$ cat config.mk
export PLATFORM = sky130hd
export DESIGN_NAME = sdf_twiddle_addr_gen_flat
export DESIGN_NICKNAME = d
export VERILOG_FILES = /design/src/rtl/sdf_twiddle_addr_gen_if.sv /design/src/rtl/sdf_twiddle_addr_gen.sv /design/src/flat_wrapper.sv
export SDC_FILE = /design/constraint.sdc
export NUM_CORES = 1
export LEC_CHECK = 0
export CAP_MARGIN = 25
export CORE_MARGIN = 2
export CORE_UTILIZATION = 40
export CTS_CLUSTER_SIZE = 40
export DETAILED_ROUTE_END_ITERATION = 7
export MAX_ROUTING_LAYER = met4
export PLACE_DENSITY_LB_ADDON = 0.2
export SKIP_CTS_REPAIR_TIMING = 1
export SYNTH_ARGS = -nofsm -noshare
export SYNTH_HDL_FRONTEND = slang
export SYNTH_SLANG_ARGS = --single-unit
$ cat constraint.sdc
create_clock -name i_clk -period 1.94 [get_ports i_clk]
set_input_delay 0.388 -clock i_clk [delete_from_list [all_inputs] [get_ports i_clk]]
set_output_delay 0.388 -clock i_clk [all_outputs]
set_load 0.02 [all_outputs]
$ cat src/rtl/sdf_twiddle_addr_gen_if.sv
`default_nettype none
// ============================================================================
//  Module      : sdf_twiddle_addr_gen_if
//  Description : Bundle between a radix-2^2 SDF stage controller and its
//                twiddle sequencer. The sequencer takes the stage
//                frame-restart and data-enable. It returns the twiddle number,
//                its multiplier class, the block-end flag and the delayed
//                converted-twiddle valid.
//  Revision    : 1.0 - initial release
// ----------------------------------------------------------------------------
//  Signals (named from the sequencer's point of view)
//    i_clear    : synchronous frame restart
//    i_di_en    : input sample valid for this stage
//    o_tw_en    : o_tw_addr / o_tw_sel valid
//    o_tw_addr  : twiddle number, LOG_N bits
//    o_tw_sel   : twiddle multiplier class 0..3
//    o_tw_last  : last sample of a stage block
//    o_val_en   : o_tw_en delayed to match the ROM/converter latency
//  Modports
//    slave  : the sequencer itself
//    master : the stage controller that drives it
// ============================================================================
interface sdf_twiddle_addr_gen_if #(
  parameter int LOG_N = 6
);
  logic             i_clear;
  logic             i_di_en;
  logic             o_tw_en;
  logic [LOG_N-1:0] o_tw_addr;
  logic [1:0]       o_tw_sel;
  logic             o_tw_last;
  logic             o_val_en;

  modport slave (
    input  i_clear,
    input  i_di_en,
    output o_tw_en,
    output o_tw_addr,
    output o_tw_sel,
    output o_tw_last,
    output o_val_en
  );

  modport master (
    output i_clear,
    output i_di_en,
    input  o_tw_en,
    input  o_tw_addr,
    input  o_tw_sel,
    input  o_tw_last,
    input  o_val_en
  );
endinterface
`default_nettype wire

$ cat src/rtl/sdf_twiddle_addr_gen.sv
`default_nettype none
// ============================================================================
//  Module      : sdf_twiddle_addr_gen
//  Description : Twiddle-number sequencer for one radix-2^2 SDF stage. It
//                counts accepted input samples within a 2^LOG_M block. For
//                each sample it issues the twiddle number in the index format
//                of the 1/8-table twiddle converter, together with the
//                multiplier class. It also provides a valid flag delayed by
//                TW_LAT cycles, which marks when the converted twiddle value
//                reaches the multiplier.
//  Revision    : 1.0 - initial release
// ----------------------------------------------------------------------------
//  Parameters
//    LOG_N  : FFT size exponent and twiddle number width (>= 4)
//    LOG_M  : stage block size exponent (3 <= LOG_M <= LOG_N)
//    TW_LAT : tw_addr to converted-twiddle latency in cycles (0..4)
//  Ports
//    i_clk   : master clock
//    i_rst_n : asynchronous active-low reset
//    bus     : sdf_twiddle_addr_gen_if.slave (clear/di_en in, twiddle out)
// ============================================================================
module sdf_twiddle_addr_gen #(
  parameter int LOG_N  = 6,
  parameter int LOG_M  = 6,
  parameter int TW_LAT = 2
) (
  input  wire logic                  i_clk,
  input  wire logic                  i_rst_n,
  sdf_twiddle_addr_gen_if.slave      bus
);

  // A block of 2^LOG_M samples maps onto the full 2^LOG_N twiddle circle.
  // The shift scales the per-block twiddle number up to LOG_N resolution.
  localparam int               c_SHIFT   = LOG_N - LOG_M;
  localparam logic [LOG_M-1:0] c_CNT_MAX = '1;

  logic [LOG_M-1:0] r_cnt;
  logic             r_tw_en;
  logic [LOG_N-1:0] r_tw_addr;
  logic [1:0]       r_tw_sel;
  logic             r_tw_last;

  logic [1:0]       w_sel;
  logic [LOG_M-3:0] w_n;
  logic [LOG_M-1:0] w_prod;
  logic [LOG_N-1:0] w_addr;
  logic             w_last;

  // The two top counter bits are swapped so that the quarters come out in
  // class order 0,2,1,3. This is the bit-reversed order the SDF butterflies
  // deliver.
  assign w_sel  = {r_cnt[LOG_M-2], r_cnt[LOG_M-1]};
  assign w_n    = r_cnt[LOG_M-3:0];
  // The largest product is 3*(2^(LOG_M-2)-1) < 2^LOG_M, so LOG_M bits are
  // enough and the product cannot overflow.
  assign w_prod = LOG_M'(w_n) * LOG_M'(w_sel);
  assign w_addr = LOG_N'(w_prod) << c_SHIFT;
  assign w_last = (r_cnt == c_CNT_MAX);

  always_ff @(posedge i_clk or negedge i_rst_n) begin
    if (!i_rst_n) begin
      r_cnt     <= '0;
      r_tw_en   <= 1'b0;
      r_tw_addr <= '0;
      r_tw_sel  <= '0;
      r_tw_last <= 1'b0;
    end else if (bus.i_clear) begin
      // A restart drops the sample offered on the same edge.
      r_cnt     <= '0;
      r_tw_en   <= 1'b0;
      r_tw_last <= 1'b0;
    end else if (bus.i_di_en) begin
      r_cnt     <= r_cnt + LOG_M'(1);
      r_tw_en   <= 1'b1;
      r_tw_addr <= w_addr;
      r_tw_sel  <= w_sel;
      r_tw_last <= w_last;
    end else begin
      // Idle cycle: the counter and the last twiddle hold, so gaps stretch
      // the sequence without skipping or repeating entries.
      r_tw_en   <= 1'b0;
      r_tw_last <= 1'b0;
    end
  end

  assign bus.o_tw_en   = r_tw_en;
  assign bus.o_tw_addr = r_tw_addr;
  assign bus.o_tw_sel  = r_tw_sel;
  assign bus.o_tw_last = r_tw_last;

  // The valid delay line tracks the ROM and converter pipeline. It shifts
  // every cycle, including during clear, so earlier pulses still drain out.
  generate
    if (TW_LAT == 0) begin : g_no_dly
      assign bus.o_val_en = r_tw_en;
    end else begin : g_dly
      logic [TW_LAT-1:0] r_dly;

      always_ff @(posedge i_clk or negedge i_rst_n) begin
        if (!i_rst_n) begin
          r_dly <= '0;
        end else begin
          r_dly[0] <= r_tw_en;
          for (int i = 1; i < TW_LAT; i++) begin
            r_dly[i] <= r_dly[i-1];
          end
        end
      end

      assign bus.o_val_en = r_dly[TW_LAT-1];
    end
  endgenerate

endmodule
`default_nettype wire

$ cat src/flat_wrapper.sv
// flat-port wrapper written by rule: the top's interface ports become plain ports
module sdf_twiddle_addr_gen_flat 
#(
  parameter int LOG_N  = 6,
  parameter int LOG_M  = 6,
  parameter int TW_LAT = 2
)
  (i_clk, i_rst_n, bus_i_clear, bus_i_di_en, bus_o_tw_en, bus_o_tw_addr, bus_o_tw_sel, bus_o_tw_last, bus_o_val_en);
  sdf_twiddle_addr_gen_if #(.LOG_N(LOG_N)) bus_i ();
  input  wire logic i_clk;
  input  wire logic i_rst_n;
  input wire logic [$bits(bus_i.i_clear)-1:0] bus_i_clear;
  input wire logic [$bits(bus_i.i_di_en)-1:0] bus_i_di_en;
  output wire logic [$bits(bus_i.o_tw_en)-1:0] bus_o_tw_en;
  output wire logic [$bits(bus_i.o_tw_addr)-1:0] bus_o_tw_addr;
  output wire logic [$bits(bus_i.o_tw_sel)-1:0] bus_o_tw_sel;
  output wire logic [$bits(bus_i.o_tw_last)-1:0] bus_o_tw_last;
  output wire logic [$bits(bus_i.o_val_en)-1:0] bus_o_val_en;
  assign bus_i.i_clear = bus_i_clear;
  assign bus_i.i_di_en = bus_i_di_en;
  assign bus_o_tw_en = bus_i.o_tw_en;
  assign bus_o_tw_addr = bus_i.o_tw_addr;
  assign bus_o_tw_sel = bus_i.o_tw_sel;
  assign bus_o_tw_last = bus_i.o_tw_last;
  assign bus_o_val_en = bus_i.o_val_en;
  sdf_twiddle_addr_gen #(.LOG_N(LOG_N), .LOG_M(LOG_M), .TW_LAT(TW_LAT)) u_core (.i_clk(i_clk), .i_rst_n(i_rst_n), .bus(bus_i));
endmodule
==> results of run 1 <==
==> through the flow <==
stage	area [um2]	cells	setup WS (ns)	power, W
5_1_grt	1040	120	0.0866	0.000645
6_report	1040	120	0.291	0.000612
2_1_floorplan	852	76	0.441	0.000419
4_1_cts	1040	120	0.271	0.000619
3_3_place_gp	1020	117	0.180	0.000441
3_5_place_dp	1020	117	0.137	0.000443
==> cells in the final DEF (no fill, tap or decap) <==
| master | n |
|---|---|
| a21oi_1 | 3 |
| and2_1 | 7 |
| nand3_1 | 2 |
| or3_1 | 1 |
| fa_1 | 1 |
| a31o_2 | 1 |
| nand4_1 | 1 |
| nand2_1 | 7 |
| nor2_1 | 5 |
| xnor2_1 | 1 |
| xor2_1 | 4 |
| clkbuf_4 | 3 |
| nand4_2 | 1 |
| nor3_1 | 1 |
| o21ai_0 | 4 |
| mux2_2 | 3 |
| a21o_1 | 1 |
| nand2_2 | 1 |
| inv_1 | 5 |
| o31ai_1 | 1 |
| dfrtp_1 | 18 |
| clkdlybuf4s50_1 | 14 |
| buf_4 | 2 |
| nand2b_2 | 1 |
| ha_1 | 4 |
| mux2i_1 | 1 |
==> power groups by stage <==
stage / Sequential (W) / Clock, W / Combinational [W]
final: 0.000390 / 0.000177 / 0.0000439
after global routing: 0.000392 / 0.000202 / 0.0000501
after CTS: 0.000391 / 0.000183 / 0.0000450
after detailed placement: 0.000398 / 0 / 0.0000450
after global placement: 0.000398 / 0 / 0.0000439
after floorplan: 0.000399 / 0 / 0.0000209
==> sequential cells by signal, indices dropped and copies added (netlist names) <==
| signal | count |
|---|---|
| u_core.bus.o_tw_en | 1 |
| u_core.r_cnt | 6 |
| u_core.bus.o_tw_addr | 6 |
| u_core.bus.o_tw_sel | 2 |
| u_core.g_dly.r_dly | 2 |
| u_core.bus.o_tw_last | 1 |
==> final timing paths <==
check / start / to / slack (ns)
max in group asynchronous: i_rst_n / u_core.bus.o_tw_en / 1.33
min reg2reg: u_core.g_dly.r_dly[0] / u_core.g_dly.r_dly[1] / 0.35
min: u_core.g_dly.r_dly[0] / u_core.g_dly.r_dly[1] / 0.35
max: u_core.r_cnt[0] / u_core.bus.o_tw_addr[5] / 0.29
min in group asynchronous: i_rst_n / u_core.bus.o_tw_last / 0.42
max reg2reg: u_core.r_cnt[0] / u_core.bus.o_tw_addr[5] / 0.29
==> metal layers <==
metal | vias to the layer above | GRT usage (%) | wire length (um)
li1 | 291 | - | -
met1 | 270 | 17.9 | 670
met2 | 14 | 18.9 | 588
met3 | 2 | 2.68 | 61
met4 | 0 | 5.56 | 17
met5 | - | - | 0
==> area by class of cell <==
type,instances,area share [%]
sequential,18,43.3
multi-input combinational,51,34.6
timing repair buffer,16,14.9
tap,27,3.25
clock buffer,3,2.16
inverter,5,1.80
==> logic make-up (layout without fill, tap and decap cells) <==
group           count (synthesis)  in the layout  share of synthesized area (%)
xor+xnor                        5              5                           5.14
buf+inv                         7             24                           4.85
simple gates                   27             27                           16.9
compound gates                 10             10                           6.90
mux                             4              4                           5.14
fa+ha+maj                       5              5                           8.22
flops                          18             18                           52.9
==> worst reg2reg max path, stage by stage, from the launching register on <==
cell and delay (ns):
dfrtp_1 0.47, and2_1 0.17, ha_1 0.17, inv_1 0.06, fa_1 0.39, inv_1 0.07
a21oi_1 0.06, o31ai_1 0.18
==> flow_summary_export.csv, run 1 <==
group,metric,value,unit
power_and_ir_drop,power.share.sequential,63.8,%
critical_path,max_stage_delay,0.47,ns
power_and_ir_drop,power_density,588,nW/um2
logic_synthesis,syn_inst,76,
logic_synthesis,async_reset_ff_share,100,%
timing,period_needed,1.65,ns
die,start_util,43.0,%
timing,setup_viol,0,
die,die_y,50.2,um
placement,dp_hpwl,985,um
run_status,status,"finished clean",
grt,grt_overflow,0,
critical_path,cp.depth,7,
logic_synthesis,synthTopCellsByArea,"dfrtp_1, ha_1, and2_1, xor2_1, mux2_2",
critical_path,crit_slowest_cell,"dfrtp_1",
clock_tree,cts_buffer_depth,2,
critical_path,rr_worst_depth,7,
critical_path,path_delay_family,"adder cells",
critical_path,crit_type,"reg2reg",
power_and_ir_drop,p_clk_share,29.0,%
grt,grt_max_degree,19,
clock_tree,cts_tree,"done",
logic_synthesis,syn_area,852,um2
grt,antenna_found_initial,0,
final_layout,nets,104,
route,drcViolationCount,0,
critical_path,startpoint_type,"flop",
worst_hold_path,hp-class,"reg2reg",
power_and_ir_drop,max-vdd-ir-drop,0.440,mV
timing,worst_pin_slew,0.297,ns
logic_synthesis,synth_seq_cells,18,
grt,grt_pass1_wl,2460,um
logic_synthesis,synth_edf_count,0,
critical_path,cp.required,2.14,ns
worst_hold_path,hold-path-cell-count,0,
power_and_ir_drop,power.share.switching,22.5,%
critical_path,crit_fanout,5,
timing,finalHoldViolCount,0,
route,postRouteAntennaNets,0,
clock_tree,clk_pin_slew,0.10,ns
timing,timing.final.crit_share,85.0,%
timing,fmax,606,MHz
placement,portBuffers,14,
die,boundaryPins,15,
logic_synthesis,synth_seq_area_share,52.9,%
power_and_ir_drop,comb_power_share,7.2,%
logic_synthesis,synthTopCellsByCount,"dfrtp_1, and2_1, nand2_1",
clock_tree,cts_buffers,3,
die,die-area,2520,um2
logic_synthesis,synth.most_common_cell,"dfrtp_1",
power_and_ir_drop,intPower,0.000474,W
final_layout,regArea,450,um2
logic_synthesis,yosys.area.top_type,"dfrtp_1",
route,drtIter0Drc,8,
final_layout,nFillCells,180,
logic_synthesis,yosysWarnings,0,
grt,track_usage,13.1,%
final_layout,antenna_cells,0,
final_layout,layout-drive-gt1-share,12.9,%
route,vias_per_cell,4.81,
timing,holdWs,0.354,ns
critical_path,endpoint_kind,"flop",
logic_synthesis,synthDistinctLibCells,24,
clock_tree,numClockSinks,18,
clock_tree,clk_latency,0.28,ns
logic_synthesis,syn_nets,85,
route,dr_total_vias,577,
timing,finalMaxSlewViolations,0,
clock_tree,cts-root-buf,"clkbuf_4",
route,wl_per_cell,11.2,um
final_layout,area_growth,22.2,%
final_layout,multi_input_area,360,um2
critical_path,crit_chain,"and2_1 -> ha_1 -> inv_1 -> fa_1 -> inv_1 -> a21oi_1 -> o31ai_1",
timing,clock-skew-final,0.00273,ns
run,drv_cap,0,
final_layout,fin_util,52.5,%
critical_path,worst_path_most_repeated_cell,"inv_1",
critical_path,cp.arrival,1.84,ns
die,coreArea,1980,um2
power_and_ir_drop,leakagePower,0.488,nW
placement,finalWeightedCongestion,0.816,
route,firstDrtPassIters,4,
grt,grt_pass1_vias,549,
critical_path,path_buf_inv,2,
logic_synthesis,synth_top_area_share,52.9,%
power_and_ir_drop,power.switching,0.000138,W
die,die_x,50.2,um
timing,rsz0062_at_grt,"false",
die,num_rows,16,
logic_synthesis,avgSynthCellArea,11.2,um2
clock_tree,htree_levels,1,
route,routed_wl,1340,um
logic_synthesis,synth_ff_type,"dfrtp_1",
timing,slew_headroom,80.2,%
timing,setup_tns,0,ns
(Power assumes the default switching activity.)
==> run 2, diff against run 1 <==
==> constraint.sdc (replaced) <==
create_clock -name i_clk -period 1.3 [get_ports i_clk]
set_input_delay 0.26 -clock i_clk [delete_from_list [all_inputs] [get_ports i_clk]]
set_output_delay 0.26 -clock i_clk [all_outputs]
set_load 0.02 [all_outputs]
==> flow_summary_export.csv, run 2 (synthesis gave the netlist of run 1 again) <==
group,metric,value,unit
run_status,status,"finished with violations",
run_status,violations,"setup timing",
route,firstDrtPassIters,2,
final_layout,fin_util,64.2,%
grt,grt_overflow,0,
placement,dpl_cell_area,1140,um2
timing,setup_slack,-0.301,ns
critical_path,crit_type,"reg2reg",
critical_path,startpoint_type,"flop",
timing,finalMaxSlewViolations,0,
critical_path,cp.arrival,1.78,ns
final_layout,final_cell_mix,"buf_4, dfrtp_1, dlymetal6s2s_1, nand2_1, nor2_1",
critical_path,endpoint_kind,"flop",
grt,grt_pass1_vias,662,
grt,antenna_found_initial,0,
final_layout,stdcell_count,138,
die,coreArea,1980,um2
grt,grt_max_degree,19,
clock_tree,cts_buffer_depth,2,
route,vias_per_cell,4.70,
die,boundaryPins,15,
timing,clock-skew-final,0.00668,ns
grt,track_usage,15.5,%
critical_path,crit_fanout,4,
placement,dpl.cell_count,130,
die,start_util,43.0,%
power_and_ir_drop,fin_total_pwr,0.00101,W
final_layout,nets,121,
route,postRouteAntennaNets,0,
route,dr_total_vias,649,
route,routed_wl,1670,um
timing,holdWs,0.282,ns
timing,worst_pin_slew,0.235,ns
power_and_ir_drop,max-vdd-ir-drop,0.549,mV
timing,timing.final.crit_share,123,%
final_layout,regArea,450,um2
power_and_ir_drop,leakagePower,0.777,nW
timing,fmax,625,MHz
clock_tree,htree_levels,1,
route,wl_met3,71,um
placement,portBuffers,14,
clock_tree,cts-root-buf,"clkbuf_4",
die,die-area,2520,um2
route,drcViolationCount,0,
clock_tree,numClockSinks,18,
worst_hold_path,hp-class,"in2async",
final_layout,area_growth,49.3,%
timing,finalHoldViolCount,0,
grt,grt_pass1_wl,2850,um
final_layout,multi_input_area,423,um2
timing,setup_viol,4,
route,route.met2.wl,868,um
placement,finalWeightedCongestion,0.826,
final_layout,layout-drive-gt1-share,36.9,%
power_and_ir_drop,power_density,797,nW/um2
timing,slew_headroom,84.4,%
route,drtIter0Drc,1,
clock_tree,cts_buffers,3,
timing,rsz0062_at_grt,"true",
die,die_x,50.2,um
route,wl_met1,716,um
die,num_rows,16,
critical_path,cp.required,1.48,ns
final_layout,antenna_cells,0,
timing,period_needed,1.60,ns
run,drv_cap,0,
final_layout,fin_area,1270,um2
final_layout,mostFrequentLayoutCell,"buf_4",
clock_tree,cts_tree,"done",
die,die_y,50.2,um
final_layout,nFillCells,154,
clock_tree,clk_pin_slew,0.11,ns
route,top_layer,"met4",
clock_tree,clk_latency,0.29,ns
route,wl_per_cell,12.1,um
-- run 2: cell types whose count changed in the layout (fill, tap and decap cells not counted), sizes merged --
cell           previous run  this run
buf                       2        19
clkdlybuf4s50            14         3
dlymetal6s2s              0        11
clkbuf                    3         4
-- run 2: per-stage QoR --
stage | setup TNS, ns | worst slack [ns]
floorplan | -0.511 | -0.139
global placement | -1.31 | -0.156
detailed placement | -1.54 | -0.196
CTS | -3.15 | -0.234
global route | -1.26 | -0.363
finish | -0.925 | -0.301
-- run 2: area by class of cell --
cell class	count	area share, %
Sequential cell	18	35.4
Clock buffer	4	2.85
Timing Repair Buffer	33	24.4
Multi-Input combinational cell	51	33.2
Inverter	5	1.47
Tap cell	27	2.65
-- run 2: final timing paths --
| path | slack (ns) | cells after the start | startpoint | endpoint |
|---|---|---|---|---|
| min | 0.28 | 2 | i_rst_n | u_core.bus.o_tw_addr[2] |
| max reg2reg | -0.30 | 6 | u_core.r_cnt[5] | u_core.bus.o_tw_addr[4] |
| max | -0.30 | 6 | u_core.r_cnt[5] | u_core.bus.o_tw_addr[4] |
| min reg2reg | 0.37 | 0 | u_core.g_dly.r_dly[0] | u_core.g_dly.r_dly[1] |
| min in group i_clk | 0.37 | 0 | u_core.g_dly.r_dly[0] | u_core.g_dly.r_dly[1] |
| max in group asynchronous | 0.82 | 2 | i_rst_n | u_core.bus.o_tw_addr[1] |
-- run 2: critical path, cell delays in order, from the launching register on --
cell	delay (ns)
dfrtp_1	0.43
buf_4	0.15
and2_1	0.15
ha_4	0.28
nand3_1	0.09
a21o_1	0.16
a31o_2	0.22
-- run 2: layer usage --
layer  up-vias  global-route usage, %
li1        323                      -
met1       310                   17.6
met2        14                   26.8
met3         2                   3.87
met4         0                   5.09
met5         -                      -
-- run 2: report_power, final --
group	switching, W	internal (W)
clock	0.000173	0.000170
sequential	0.00000552	0.000571
combinational	0.0000499	0.0000452
==> run 3, diff against run 2 <==
--- a/config.mk
+++ b/config.mk
@@ -6,7 +6,6 @@
 export NUM_CORES = 1
 export LEC_CHECK = 0
 export CAP_MARGIN = 25
-export CORE_MARGIN = 2
 export CORE_UTILIZATION = 40
 export CTS_CLUSTER_SIZE = 40
 export DETAILED_ROUTE_END_ITERATION = 7
==> flow_summary_export.csv, run 3 (synthesis gave the netlist of run 1 again) <==
group,metric,value,unit
grt,grt_overflow,0,
grt,grt_pass1_vias,553,
placement,dp_hpwl,1200,um
grt,antenna_found_initial,0,
route,firstDrtPassIters,4,
timing,setup_slack,-0.257,ns
run_status,status,"finished with violations",
route,dr_total_vias,663,
clock_tree,cts_buffers,3,
timing,setup_viol,4,
grt,grt_pass1_wl,2360,um
critical_path,r2r_slack,-0.26,ns
route,drcViolationCount,0,
final_layout,nFillCells,166,
critical_path,crit-reg2reg-launch,"u_core.r_cnt[5]",
final_layout,final_cell_mix,"buf_4, dfrtp_1, dlymetal6s2s_1, nand2_1",
timing,clock-skew-final,0.00455,ns
timing,rsz0062_at_grt,"true",
power_and_ir_drop,leakagePower,0.798,nW
final_layout,area_growth,50.7,%
route,routed_wl,1720,um
critical_path,max_stage_delay,0.43,ns
clock_tree,cts-root-buf,"clkbuf_4",
final_layout,antenna_cells,0,
timing,timing.final.crit_share,120,%
worst_hold_path,hp-class,"in2async",
timing,finalHoldViolCount,0,
die,start_util,43.0,%
final_layout,nets,121,
die,die-area,2320,um2
critical_path,endpoint_kind,"flop",
route,postRouteAntennaNets,0,
power_and_ir_drop,power_density,785,nW/um2
critical_path,startpoint_type,"flop",
die,coreArea,1980,um2
run,drv_cap,0,
route,drtIter0Drc,5,
timing,holdWs,0.281,ns
clock_tree,numClockSinks,18,
timing,finalMaxSlewViolations,0,
clock_tree,htree_levels,1,
critical_path,path_delay_family,"flip-flops",
clock_tree,cts_tree,"done",
power_and_ir_drop,max-vdd-ir-drop,0.587,mV
clock_tree,cts_buffer_depth,2,
critical_path,crit_slowest_cell,"dfrtp_1",
grt,grt_max_degree,19,
critical_path,rr_worst_depth,6,
timing,fmax,642,MHz
placement,finalWeightedCongestion,0.809,
final_layout,mostFrequentLayoutCell,"buf_4",
die,boundaryPins,15,
die,die_y,48.2,um
grt,track_usage,15.8,%
critical_path,crit_chain,"buf_4 -> and2_4 -> ha_4 -> nand3_2 -> a21o_1 -> a31o_2",
die,die_x,48.2,um
timing,period_needed,1.56,ns
placement,portBuffers,14,
timing,worst_pin_slew,0.233,ns
die,num_rows,16,
clock_tree,clk_pin_slew,0.10,ns
final_layout,layout-drive-gt1-share,40.5,%
final_layout,stdcell_count,138,
run_status,violations,"setup timing",
placement,dpl.cell_count,130,
critical_path,r2r_end,"u_core.bus.o_tw_addr[4]",
critical_path,cp.required,1.49,ns
route,vias_per_cell,4.80,
critical_path,crit_fanout,4,
route,wl_per_cell,12.5,um
timing,slew_headroom,84.4,%
critical_path,crit_type,"reg2reg",
critical_path,cp.arrival,1.74,ns
critical_path,path_buf_inv,1,
clock_tree,clk_latency,0.29,ns
run 3: worst register-to-register path, stage by stage, from the launching register on:
cell and delay (ns):
dfrtp_1 0.43, buf_4 0.15, and2_4 0.13, ha_4 0.29
nand3_2 0.07, a21o_1 0.16, a31o_2 0.22
run 3: layer usage:
layer | share of wire [%] | up-vias | global-route usage [%]
met5 | 0 | - | -
met4 | 0 | 0 | 6.67
met3 | 3.1 | 0 | 3.33
met2 | 54 | 12 | 25.3
met1 | 43 | 330 | 19.0
li1 | - | 321 | -
run 3: worst max path at each step:
stage | cells past startpoint | slack, ns | from | to
final | 6 | -0.26 | u_core.r_cnt[5] | u_core.bus.o_tw_addr[4]
after global placement | 7 | -0.16 | u_core.r_cnt[5] | u_core.bus.o_tw_addr[5]
after global routing | 7 | -0.33 | u_core.r_cnt[5] | u_core.bus.o_tw_addr[5]
after detailed placement | 7 | -0.21 | u_core.r_cnt[4] | u_core.bus.o_tw_addr[5]
after floorplan | 7 | -0.14 | u_core.r_cnt[4] | u_core.bus.o_tw_addr[5]
after CTS | 7 | -0.23 | u_core.r_cnt[5] | u_core.bus.o_tw_addr[5]
run 3: stage by stage:
stage               power [W]  utilization [%]  TNS (ns)  setup WS, ns  instance area, um2
floorplan            0.000626                -    -0.511        -0.139                 873
global placement     0.000675             57.4     -1.31        -0.160                1140
detailed placement   0.000678             57.4     -1.47        -0.206                1140
CTS                   0.00102             59.2     -3.06        -0.231                1170
global route          0.00105             64.8     -1.05        -0.329                1280
finish                0.00101             64.8    -0.756        -0.257                1280
run 3: layout make-up:
| type | instances | area [um2] | area share [%] |
|---|---|---|---|
| inverters | 5 | 18.8 | 1.46 |
| multi-input cells | 51 | 434 | 33.8 |
| clock buffers | 4 | 36.3 | 2.83 |
| flip-flops and latches | 18 | 450 | 35.1 |
| well taps | 27 | 33.8 | 2.63 |
| repair buffers | 33 | 310 | 24.2 |
run 3: report_power, final:
group / internal (W) / total (W) / switching, W
combinational: 0.0000421 / 0.0000889 / 0.0000468
clock: 0.000170 / 0.000341 / 0.000171
sequential: 0.000571 / 0.000577 / 0.00000642
total: 0.000783 / 0.00101 / 0.000224
